## src/rtl/sram_port_arbiter.sv

```systemverilog
// Round-robin arbiter sharing one single-port SRAM between NUM_REQ requesters.
// A grant is issued in the same cycle as the request. Each grant pushes
// {valid, requester} into a MEM_LATENCY-deep pipeline, so every response beat
// returns to the requester that issued it.
// Optional feature: define SRAM_ARB_LOCK_EN to add lock_i. A locking winner
// keeps ownership for up to LOCK_MAX_BEATS consecutive grants.
module sram_port_arbiter #(
  parameter int unsigned NUM_REQ        = 2,
  parameter int unsigned ADDR_WIDTH     = 32,
  parameter int unsigned DATA_WIDTH     = 128,
  parameter int unsigned MEM_LATENCY    = 1,
  parameter int unsigned LOCK_MAX_BEATS = 16
) (
  input  logic                              clk,
  input  logic                              rst,
  input  logic [NUM_REQ-1:0]                req_i,
  input  logic [NUM_REQ-1:0]                we_i,
`ifdef SRAM_ARB_LOCK_EN
  input  logic [NUM_REQ-1:0]                lock_i,
`endif
  input  logic [NUM_REQ*ADDR_WIDTH-1:0]     addr_i,
  input  logic [NUM_REQ*(DATA_WIDTH/8)-1:0] be_i,
  input  logic [NUM_REQ*DATA_WIDTH-1:0]     wdata_i,
  output logic [NUM_REQ-1:0]                gnt_o,
  output logic [NUM_REQ-1:0]                rvalid_o,
  output logic [DATA_WIDTH-1:0]             rdata_o,
  output logic                              mem_req_o,
  output logic                              mem_we_o,
  output logic [ADDR_WIDTH-1:0]             mem_addr_o,
  output logic [DATA_WIDTH/8-1:0]           mem_be_o,
  output logic [DATA_WIDTH-1:0]             mem_wdata_o,
  input  logic [DATA_WIDTH-1:0]             mem_rdata_i
);

  localparam int unsigned IdxW = (NUM_REQ > 1) ? $clog2(NUM_REQ) : 1;
  localparam int unsigned BeW  = DATA_WIDTH / 8;

  if (NUM_REQ < 2 || NUM_REQ > 8) begin : g_bad_num_req
    $error("sram_port_arbiter: NUM_REQ must be 2..8");
  end
  if (MEM_LATENCY < 1 || MEM_LATENCY > 4) begin : g_bad_latency
    $error("sram_port_arbiter: MEM_LATENCY must be 1..4");
  end
  if (LOCK_MAX_BEATS < 1) begin : g_bad_lock_beats
    $error("sram_port_arbiter: LOCK_MAX_BEATS must be >= 1");
  end

  function automatic logic [IdxW-1:0] next_idx(input logic [IdxW-1:0] i);
    return (32'(i) == NUM_REQ - 1) ? '0 : i + 1'b1;
  endfunction

  logic [IdxW-1:0]    ptr_q, ptr_d;
  logic [NUM_REQ-1:0] eligible;
  logic               found;
  logic [IdxW-1:0]    winner;
  logic               grant_valid;
  logic               lock_release;
  logic [IdxW-1:0]    owner_idx;

  logic [MEM_LATENCY-1:0] pipe_valid_q;
  logic [IdxW-1:0]        pipe_idx_q [MEM_LATENCY];

`ifdef SRAM_ARB_LOCK_EN
  localparam int unsigned CntW = $clog2(LOCK_MAX_BEATS + 1);

  typedef enum logic {StFree, StOwned} lock_state_e;

  lock_state_e     state_q, state_d;
  logic [IdxW-1:0] owner_q, owner_d;
  logic [CntW-1:0] beats_q, beats_d;
  logic            relock_block_q, relock_block_d;

  // Lock state register
  always_ff @(posedge clk) begin
    if (rst) begin
      state_q        <= StFree;
      owner_q        <= '0;
      beats_q        <= '0;
      relock_block_q <= 1'b0;
    end else begin
      state_q        <= state_d;
      owner_q        <= owner_d;
      beats_q        <= beats_d;
      relock_block_q <= relock_block_d;
    end
  end

  // Lock next state: acquire on a locked grant, release on lock drop or beat limit
  always_comb begin
    state_d        = state_q;
    owner_d        = owner_q;
    beats_d        = beats_q;
    relock_block_d = relock_block_q;
    lock_release   = 1'b0;
    case (state_q)
      StFree: begin
        if (grant_valid) begin
          relock_block_d = 1'b0;
          // The previous owner must pass one normal decision before relocking.
          if (lock_i[winner] && !(relock_block_q && winner == owner_q) &&
              LOCK_MAX_BEATS > 1) begin
            state_d = StOwned;
            owner_d = winner;
            beats_d = CntW'(1);
          end
        end
      end
      StOwned: begin
        if (!lock_i[owner_q] || (grant_valid && beats_q == CntW'(LOCK_MAX_BEATS - 1))) begin
          lock_release   = 1'b1;
          state_d        = StFree;
          beats_d        = '0;
          relock_block_d = 1'b1;
        end else if (grant_valid) begin
          beats_d = beats_q + 1'b1;
        end
      end
      default: state_d = StFree;
    endcase
  end

  // Lock outputs: while owned only the owner may compete
  always_comb begin
    eligible  = req_i;
    owner_idx = owner_q;
    if (state_q == StOwned) begin
      for (int unsigned i = 0; i < NUM_REQ; i++) begin
        if (owner_q != IdxW'(i)) eligible[i] = 1'b0;
      end
    end
  end
`else
  assign eligible     = req_i;
  assign lock_release = 1'b0;
  assign owner_idx    = '0;
`endif

  // Round-robin scan starting at the priority pointer
  always_comb begin : scan
    int unsigned idx;
    found  = 1'b0;
    winner = '0;
    idx    = 0;
    for (int unsigned off = 0; off < NUM_REQ; off++) begin
      idx = 32'(ptr_q) + off;
      if (idx >= NUM_REQ) idx = idx - NUM_REQ;
      if (!found && eligible[IdxW'(idx)]) begin
        found  = 1'b1;
        winner = IdxW'(idx);
      end
    end
  end

  assign grant_valid = found & ~rst;

  // Grant decode and SRAM request mux; all zero when idle or in reset
  always_comb begin
    gnt_o       = '0;
    mem_req_o   = grant_valid;
    mem_we_o    = 1'b0;
    mem_addr_o  = '0;
    mem_be_o    = '0;
    mem_wdata_o = '0;
    for (int unsigned i = 0; i < NUM_REQ; i++) begin
      if (grant_valid && winner == IdxW'(i)) begin
        gnt_o[i]    = 1'b1;
        mem_we_o    = we_i[i];
        mem_addr_o  = addr_i[i*ADDR_WIDTH +: ADDR_WIDTH];
        mem_be_o    = be_i[i*BeW +: BeW];
        mem_wdata_o = wdata_i[i*DATA_WIDTH +: DATA_WIDTH];
      end
    end
  end

  // Pointer next state: winner+1 after a grant, owner+1 on an idle lock release
  always_comb begin
    ptr_d = ptr_q;
    if (grant_valid) begin
      ptr_d = next_idx(winner);
    end else if (lock_release) begin
      ptr_d = next_idx(owner_idx);
    end
  end

  // Pointer and response pipeline registers
  always_ff @(posedge clk) begin
    if (rst) begin
      ptr_q        <= '0;
      pipe_valid_q <= '0;
      for (int unsigned i = 0; i < MEM_LATENCY; i++) pipe_idx_q[i] <= '0;
    end else begin
      ptr_q           <= ptr_d;
      pipe_valid_q[0] <= grant_valid;
      pipe_idx_q[0]   <= winner;
      for (int unsigned i = 1; i < MEM_LATENCY; i++) begin
        pipe_valid_q[i] <= pipe_valid_q[i-1];
        pipe_idx_q[i]   <= pipe_idx_q[i-1];
      end
    end
  end

  // Response routing from the pipeline tail; suppressed while in reset
  always_comb begin
    rvalid_o = '0;
    for (int unsigned i = 0; i < NUM_REQ; i++) begin
      if (!rst && pipe_valid_q[MEM_LATENCY-1] && pipe_idx_q[MEM_LATENCY-1] == IdxW'(i)) begin
        rvalid_o[i] = 1'b1;
      end
    end
  end

  assign rdata_o = mem_rdata_i;

endmodule

```

## config.mk

```make
export PLATFORM = sky130hd
export DESIGN_NAME = sram_port_arbiter
export DESIGN_NICKNAME = d
export VERILOG_FILES = /design/src/rtl/sram_port_arbiter.sv
export SDC_FILE = /design/constraint.sdc
export NUM_CORES = 1
export LEC_CHECK = 0
export BUFFER_PORTS_ARGS = -buffer_cell sky130_fd_sc_hd__buf_2
export CORE_AREA = 4 4 309 311
export CTS_CLUSTER_DIAMETER = 30
export CTS_CLUSTER_SIZE = 16
export DETAILED_ROUTE_END_ITERATION = 8
export DIE_AREA = 0 0 313 315
export SLEW_MARGIN = 10
export SYNTH_ARGS = -nofsm -noshare
export SYNTH_HDL_FRONTEND = slang
export SYNTH_SLANG_ARGS = --single-unit
```

## constraint.sdc

```tcl
create_clock -name clk -period 3.7 [get_ports clk]
set_clock_uncertainty 0.2 [all_clocks]
set_input_delay 0.185 -clock clk [delete_from_list [all_inputs] [get_ports clk]]
set_output_delay 0.185 -clock clk [all_outputs]
set_load 0.01 [all_outputs]
```

==> Word-level counts from Yosys, hierarchy flattened <==
Memories as Yosys holds them, arrays and structs flattened.
Index checks and enable logic that the tools add are counted.
{ "word_totals": {"register_bits": 2, "ramBits": 1, "out_inout_bits": 310, "word_cells": 52, "n_memories": 1} }
{ "mem_list": {"columns": ["name", "words", "word_bits", "rd", "rd_clocked_by_memory_dff", "wr", "line", "source"], "rows": [
  ["pipe_idx_q", 1, 1, 1, 0, 1, "61", "logic [IdxW-1:0] pipe_idx_q [MEM_LATENCY];"]
]} }
{ "classes": {"add_sub_neg": 4, "n_lt_le_gt_ge": 4, "mux": 28, "bitwise": 4, "n_reduce_logical": 9} }
{ "op_table": {"columns": ["cell", "n"], "rows": [
  ["128-bit two-way mux", 2],
  ["32-bit two-way mux", 2],
  ["16-bit two-way mux", 2],
  ["1-bit two-way mux", 22],
  ["1-bit logical AND", 6],
  ["1-bit by 2-bit < comparator with 1-bit output (second input constant)", 2],
  ["1-bit inverter", 3],
  ["1-bit by 1-bit adder with 2-bit output (second input constant)", 1],
  ["1-bit by 2-bit >= comparator with 1-bit output (second input constant)", 1],
  ["2-bit >= comparator (second input constant)", 1],
  ["1-bit logical NOT", 2],
  ["1-bit subtractor (second input constant)", 2],
  ["1-bit adder (second input constant)", 1],
  ["1-bit bitwise AND", 1],
  ["1-bit OR reduction", 1]
]} }

==> Longest topological paths before layout <==
Gate-level depths: netlist of run 1.
{ "logic_depth": {"depth_word": 12, "depth_mapped": 6, "depth_no_buf": 3} }

==> Worst setup path before layout of run 1 <==
Ideal clock, no wire load.
{ "synth_path": {"path_type": "reg2out", "start": "register ptr_q", "end": "output mem_addr_o[10]", "arrival_time_ns": 1.184, "slack_ns": 2.131, "path_stages_with_launch": 7, "path_cell_list": "dfxtp_1 nand2b_1 buf_4 buf_6 buf_2 a32oi_1 nor2_1"} }
{ "synth_between": {"elab_chain_cells": 12, "word_cells_on_any_way": 23} }
{ "synth_lines": {"columns": ["element", "line", "source"], "rows": [
  ["start: declaration", "52", "logic [IdxW-1:0] ptr_q, ptr_d;"],
  ["start signal: assignment", "192", "ptr_q <= ptr_d;"],
  ["1-bit by 2-bit >= comparator with 1-bit output / 1-bit subtractor (equally long branches)", "146", "if (idx >= NUM_REQ) idx = idx - NUM_REQ;"],
  ["1-bit two-way mux", "146", null],
  ["1-bit two-way mux (implied by the code) (2 in a row)", "147", "if (!found && eligible[IdxW'(idx)]) begin"],
  ["1-bit two-way mux", "147", null],
  ["1-bit logical NOT", "147", null],
  ["1-bit logical AND", "147", null],
  ["1-bit two-way mux", "147", null],
  ["1-bit bitwise AND / 1-bit inverter (equally long branches)", "154, 165", null],
  ["1-bit logical AND", "165", "if (grant_valid && winner == IdxW'(i)) begin"],
  ["32-bit two-way mux", "165", null],
  ["32-bit two-way mux (*)", "165", null],
  ["end: declaration", "29", "output logic [ADDR_WIDTH-1:0] mem_addr_o,"]
]} }
Mark *: on every way between the ends. The rest lies on a longest branch, timed or not. The select of a mux whose other input is x is not followed.

==> Worst setup path in the final report of run 1 <==
{ "layout_path": {"start": "register ptr_q", "end": "output mem_wdata_o[126]"} }
{ "layout_between": {"elab_chain_cells": 12, "word_cells_on_any_way": 23} }
{ "layout_lines": {"columns": ["element", "line", "source"], "rows": [
  ["1-bit by 2-bit >= comparator with 1-bit output / 1-bit subtractor (equally long branches)", "146", null],
  ["1-bit two-way mux", "146", null],
  ["1-bit two-way mux (implied by the code) (2 in a row)", "147", null],
  ["1-bit two-way mux", "147", null],
  ["1-bit logical NOT", "147", null],
  ["1-bit logical AND", "147", null],
  ["1-bit two-way mux", "147", null],
  ["1-bit bitwise AND / 1-bit inverter (equally long branches)", "154, 165", null],
  ["1-bit logical AND", "165", null],
  ["128-bit two-way mux", "165", null],
  ["128-bit two-way mux (*)", "165", null],
  ["end: declaration", "31", "output logic [DATA_WIDTH-1:0] mem_wdata_o,"]
]} }
Marked as above.

==> summary.log, run 1 <==
[clock_network] post-CTS resize count 0
[detailed_routing] total routed wirelength 50080 µm
[worst_setup_path] kind of capture point of the worst setup path output pin
[pwr] combinational group share of total power 0.793
[sta] portion of the clock cycle consumed by the worst path in the final layout 0.6110
[floorplanning] number of placement rows 112
[worst_setup_path] setup slack, reg-to-reg 2190 ps
[detailed_routing] detailed-route wire length per cell 22.97 µm
[clock_network] number of buffers inserted during clock tree synthesis 3
[worst_setup_path] critical path data arrival time 1880 ps
[sta] maximum clock frequency 442.3 MHz
[pwr] pwr dens 147.5 nW/µm²
[floorplanning] starting utilization of the core area 0.04056
[min_path] hold-critical path endpoint ptr_q
[logic_synthesis] post-synthesis average cell area 6.509 µm²
[pwr] P_int 0.5158 mW
[detailed_routing] Antenna Violating Nets Remaining 0
[clock_network] clock tree from TritonCTS built
[sta] final hold violation count 0
[pwr] fraction of power spent switching nets 0.4929
[sta] final setup vio count 0
[detailed_routing] DR iter-0 viols 274
[detailed_routing] via count normalized by instance count 2.920
[pwr] share of total power in sequential cells 0.036
[global_routing] vias in the first global route 5770
[final_layout] final standard cell count with taps included and fillers excluded 2180
[clock_network] CTS Hold Bufs 0
[final_layout] fraction of layout cells with a size suffix above 1 0.6002
[final_layout] commonest cells after routing, fill and taps aside buf_2, nor2_1, a32oi_1
[logic_synthesis] cell count after synthesis 578
[worst_setup_path] critical path start-end classification reg2out
[run_status] status finished, final reports clean
[worst_setup_path] slowest library cell on the worst path dfxtp_1
[pwr] leakage dissipation 3.094 nW
[place] last weighted congestion value of the routability-driven placer 0.8200
[logic_synthesis] syn_nets 1064
[detailed_routing] DRC Markers 0
[worst_setup_path] required arrival time at the worst endpoint 3310 ps
[floorplanning] I/O Pins 796
[worst_setup_path] Critical R2R Launch ptr_q
[worst_setup_path] R2R cell count 4
[final_layout] post-route standard cell area excluding fillers 6894 µm²
[logic_synthesis] Yosys top cell by area a32oi_1
[sta] final max-slew violation count 0
[floorplanning] Placeable Area 92770 µm²
[detailed_routing] iteration count of the initial detailed-routing pass 4
[clock_network] buffers inserted by post-CTS timing repair 0
[sta] setup TNS 0 ps
[worst_setup_path] type of origin of the critical path register
[worst_setup_path] capture point of the worst reg-to-reg path pipe_idx_q[0]
[clock_network] clk buf depth 2
[clock_network] Worst-Skew Late Latency 230 ps
[worst_setup_path] Worst path max stage delay 410 ps
[worst_setup_path] Critical Path, Cell by Cell nand2b_4 > buf_12 > a32oi_1 > nor2_1 > buf_2
[global_routing] maximum number of pins on one net before global-route repair 101
[final_layout] Area Overhead vs Synth 83.24%
[floorplanning] area of the die 98600 µm²
[sta] pin slew with the least headroom to its limit 687.8 ps
[sta] final critical-path required period 2261 ps
[global_routing] Remaining Overflow, GRT 0
[sta] PnR worst setup slack 1439 ps
[logic_synthesis] unique cell type count in the Yosys netlist 15
[job] maxcap violations 0
[place] cell area after placement 6808 µm²
[pwr] maximum vdd drop 0.1195 mV
[clock_network] total number of H-tree levels 1
[place] post-detail-place hpwl 46290 µm
[final_layout] FILL cells 11015
[pwr] overall power 1.017 mW
[final_layout] total area of multi-input combinational cells 2303 µm²
[floorplanning] floorplan die height 315 µm
[clock_network] clk slew on worst S/H paths 30 ps
[logic_synthesis] Yosys reg bits 3
[sta] hold slack 90.49 ps
[floorplanning] width of the die 313 µm
[final_layout] FF+latch area 60.06 µm²
[pwr] clock power share 0.171
[global_routing] global-route wire length before repair 60250 µm
[final_layout] post-layout util 0.07431
[logic_synthesis] most area-consuming cells after synthesis a32oi_1, buf_4, nor2_1, buf_2, buf_6
[detailed_routing] via count 6366
[sta] setup repair after global routing missed its margin false
[final_layout] final net count 1410
[global_routing] aggregate global-route resource usage 0.09436
[clock_network] Sink Count 3
[logic_synthesis] fraction of the yosys area taken by sequential cells 0.01596
[min_path] hold path cells 3
[min_path] critical hold path startpoint req_i[0]
[clock_network] clock root buffer clkbuf_16
[place] total instance count after detailed placement 2173
[min_path] Hold Crit Class in2reg
[global_routing] initial antenna violation count 49
[logic_synthesis] warnings from Yosys 0
[pwr] power dissipated by switching net loads 0.5013 mW
[worst_setup_path] largest fanout on the critical path 100
[sta] Max-slew headroom 0.5415
[final_layout] most common cell after layout, fill and taps aside buf_2
[logic_synthesis] Yosys top cell area share 0.4120
[place] Port Buffers 539
[logic_synthesis] area of the mapped netlist 3762 µm²
[place] worst setup slack after placement 1608 ps
[routing by layer]
layer | part of all wire | vias up | wire, µm | GRT usage
met1 | 0.35 | 2840 | 17300 | 0.09621
met4 | 0.029 | 6 | 1454 | 0.01798
met3 | 0.17 | 134 | 8356 | 0.06698
met2 | 0.46 | 628 | 22930 | 0.1591
met5 | 0.00072 | - | 36 | 0
li1 | - | 2758 | - | -
[worst max-delay path, delay by kind of cell (launching register included)]
family,cells,cell delay [ps]
AO/OA/AOI/OAI,1,160
flip-flops,1,410
buffers and inverters,2,570
AND/OR/NAND/NOR,2,440
[Yosys cell counts]
library cell and number:
nor2_1 183, a32oi_1 177, buf_4 133, clkbuf_1 33
buf_2 29, buf_6 12, dfxtp_1 3, a211oi_1 1
a21boi_4 1, and3b_1 1, buf_1 1, nand2_1 1
nand2b_1 1, nor2b_1 1, nor3b_1 1
[kinds of logic after synthesis]
kind of cell    Yosys count  synth area share
simple gates            188            0.1912
flops                     3           0.01596
buf+inv                 208            0.3738
compound gates          179            0.4190
[worst max path at each step]
stage,from,endpoint,slack [ps]
3_5_place_dp,req_i[1],mem_wdata_o[126],1610
4_1_cts,ptr_q,mem_wdata_o[126],1370
2_1_floorplan,ptr_q,mem_addr_o[10],2130
6_report,ptr_q,mem_wdata_o[126],1440
3_3_place_gp,req_i[1],mem_wdata_o[126],1650
5_1_grt,ptr_q,mem_wdata_o[126],1270
[state kept, by name (all words and copies together) (netlist names)]
signal / flops
pipe_idx_q: 1
pipe_valid_q: 1
ptr_q: 1
[power by group through the flow]
| stage | logic, mW | clock network, mW | registers (mW) |
|---|---|---|---|
| finish | 0.807 | 0.174 | 0.0367 |
| global route | 0.887 | 0.180 | 0.0370 |
| CTS | 0.821 | 0.176 | 0.0367 |
| detailed placement | 0.818 | 0 | 0.0370 |
| global placement | 0.808 | 0 | 0.0369 |
| floorplan | 0.525 | 0 | 0.0366 |
[final cells by class]
class	count	share of cell area
well taps	1254	0.2276
multi-input cells	367	0.3341
repair buffers	549	0.4171
diodes	3	0.001089
clock buffers	4	0.01143
flip-flops and latches	3	0.008711
No activity file was read; power rests on OpenSTA's default activity.
==> run 2, diff against run 1 <==
Settings changed: CORE_AREA 4 4 309 311 to 4 4 307 309, DIE_AREA 0 0 313 315 to 0 0 311 313.
Clock period 3.7 ns to 1.9 ns, I/O delays scaled along.
==> run 2 against run 1 <==
  * Final area increased by 29%
  * Global-route usage increased by 0.99 points
  * Wire length increased by 15%
  * Non-clock buffer count increased by 169
  * Power increased to 2.6 times the previous value
  * Clock power increased by 92%
  * Count of clock-buffer cells in the layout unchanged
  * Largest power group unchanged
  * The run now ends with setup timing left
  * First-iteration DRC count increased by 8.4%
==> summary.log, run 2 (synthesis gave the netlist of run 1 again) <==
[worst_setup_path] cell family with the largest share of critical-path delay buffers and inverters
[floorplanning] starting utilization of the core area 0.04117
[final_layout] Area Overhead vs Synth 136.7%
[pwr] share of total power in sequential cells 0.027
[clock_network] clock tree from TritonCTS built
[worst_setup_path] required arrival time at the worst endpoint 1600 ps
[detailed_routing] via count normalized by instance count 3.150
[floorplanning] area of the die 97340 µm²
[worst_setup_path] largest fanout on the critical path 11
[floorplanning] floorplan die height 313 µm
[worst_setup_path] most used cell along the critical path buf_12
[detailed_routing] DR iter-0 viols 297
[sta] setup TNS -53.64 ps
[final_layout] final standard cell count with taps included and fillers excluded 2306
[detailed_routing] iteration count of the initial detailed-routing pass 4
[sta] final setup vio count 7
[global_routing] initial antenna violation count 93
[worst_setup_path] critical path data arrival time 1630 ps
[final_layout] fraction of layout cells with a size suffix above 1 0.5568
[pwr] P_int 1.377 mW
[final_layout] post-route standard cell area excluding fillers 8905 µm²
[sta] Max-slew headroom 0.7454
[sta] final hold violation count 0
[global_routing] maximum number of pins on one net before global-route repair 81
[clock_network] total number of H-tree levels 1
[final_layout] final net count 1579
[floorplanning] number of placement rows 111
[place] total instance count after detailed placement 2130
[run_status] violated checks setup timing
[place] last weighted congestion value of the routability-driven placer 0.8365
[pwr] power dissipated by switching net loads 1.267 mW
[worst_setup_path] slowest library cell on the worst path dfxtp_2
[worst_setup_path] Critical Path, Cell by Cell nand2b_4 > buf_12 > buf_12 > clkbuf_16 > a32oi_1 > nor2_1 > buf_2
[floorplanning] width of the die 311 µm
[clock_network] number of buffers inserted during clock tree synthesis 3
[sta] portion of the clock cycle consumed by the worst path in the final layout 1.011
[pwr] combinational group share of total power 0.846
[pwr] fraction of power spent switching nets 0.4793
[final_layout] Regs by FF count pipe_idx_q (1), pipe_valid_q (1), ptr_q (1)
[worst_setup_path] Worst path max stage delay 330 ps
[floorplanning] I/O Pins 796
[detailed_routing] total routed wirelength 57390 µm
[clock_network] clock root buffer clkbuf_16
[sta] final max-slew violation count 0
[worst_setup_path] kind of capture point of the worst setup path output pin
[detailed_routing] DRC Markers 0
[sta] maximum clock frequency 520.5 MHz
[pwr] maximum vdd drop 0.1952 mV
[final_layout] commonest cells after routing, fill and taps aside buf_2, nor2_1, a32oi_1
[global_routing] global-route wire length before repair 67650 µm
[place] worst setup slack after placement 134.6 ps
[sta] final critical-path required period 1921 ps
[place] Port Buffers 539
[sta] setup repair after global routing missed its margin true
[clock_network] clk slew on worst S/H paths 30 ps
[run_status] status finished, violations left
[clock_network] clk buf depth 2
[floorplanning] Placeable Area 91390 µm²
[worst_setup_path] critical path start-end classification reg2out
[worst_setup_path] setup slack, reg-to-reg 440 ps
[sta] pin slew with the least headroom to its limit 381.8 ps
[pwr] clock power share 0.127
[min_path] Hold Crit Class in2reg
[pwr] leakage dissipation 3.987 nW
[job] maxcap violations 0
[pwr] pwr dens 296.9 nW/µm²
[detailed_routing] via count 7265
[final_layout] most common cell after layout, fill and taps aside buf_2
[global_routing] aggregate global-route resource usage 0.1042
[global_routing] Remaining Overflow, GRT 0
[worst_setup_path] type of origin of the critical path register
[detailed_routing] detailed-route wire length per cell 24.89 µm
[place] cell area after placement 7036 µm²
[clock_network] Worst-Skew Late Latency 220 ps
[global_routing] vias in the first global route 6671
[sta] PnR worst setup slack -21.39 ps
[clock_network] Sink Count 3
[detailed_routing] Antenna Violating Nets Remaining 0
[place] post-detail-place hpwl 49370 µm
[worst_setup_path] number of buffers and inverters on the critical path 4
[run 2: layout make-up]
type | instances | area [µm²]
Fill cell | 10723 | 82480
Timing Repair Buffer | 718 | 4815
Multi-Input combinational cell | 367 | 2396
Tap cell | 1186 | 1484
Clock buffer | 4 | 78.83
Antenna cell | 28 | 70.07
Sequential cell | 3 | 61.31
[run 2: power groups by stage]
stage / clock, mW / combinational (mW) / sequential (mW)
3_3_place_gp: 0 / 1.69 / 0.0716
4_1_cts: 0.339 / 2.11 / 0.0715
2_1_floorplan: 0 / 1.02 / 0.0713
5_1_grt: 0.347 / 2.40 / 0.0719
6_report: 0.334 / 2.24 / 0.0714
3_5_place_dp: 0 / 1.70 / 0.0719
[run 2: final timing paths]
kind / endpoint / startpoint / cells after the start
setup / recovery: mem_wdata_o[126] / ptr_q / 7
hold / removal: pipe_valid_q / req_i[0] / 3
setup reg to reg: pipe_idx_q[0] / ptr_q / 6
hold reg to reg: ptr_q / ptr_q / 1
[run 2: layer usage]
layer / vias up / wire length [µm] / GRT usage
met5: - / 176 / 0
met4: 30 / 1936 / 0.02638
met3: 156 / 4818 / 0.03028
met2: 619 / 27170 / 0.1770
met1: 3323 / 23300 / 0.1293
li1: 3137 / - / -
[run 2: worst min-delay path, delay by kind of cell]
family / cells / cell delay (ps)
buf+inv: 1 / 140
simple gates: 2 / 160
[run 2: stage by stage]
step           hold slack (ps)     util  power (mW)
6_report                0.1225  0.09744       2.644
5_1_grt                  38.88  0.09725       2.823
4_1_cts                  7.491  0.09284       2.526
3_5_place_dp            -9.931  0.07699       1.774
3_3_place_gp            -9.931  0.07699       1.757
2_1_floorplan            26.21        -       1.095
[run 2: what timing repair did]
action / in CTS / in global routing
endpoints found under the setup margin: 38 / 90
hold buffers: 129 / 0
setup buffers: 1 / 5
resized for setup: 5 / 21
endpoints found under the hold margin: 129 / 0
pin swaps: 0 / 5
cloned: 1 / 8
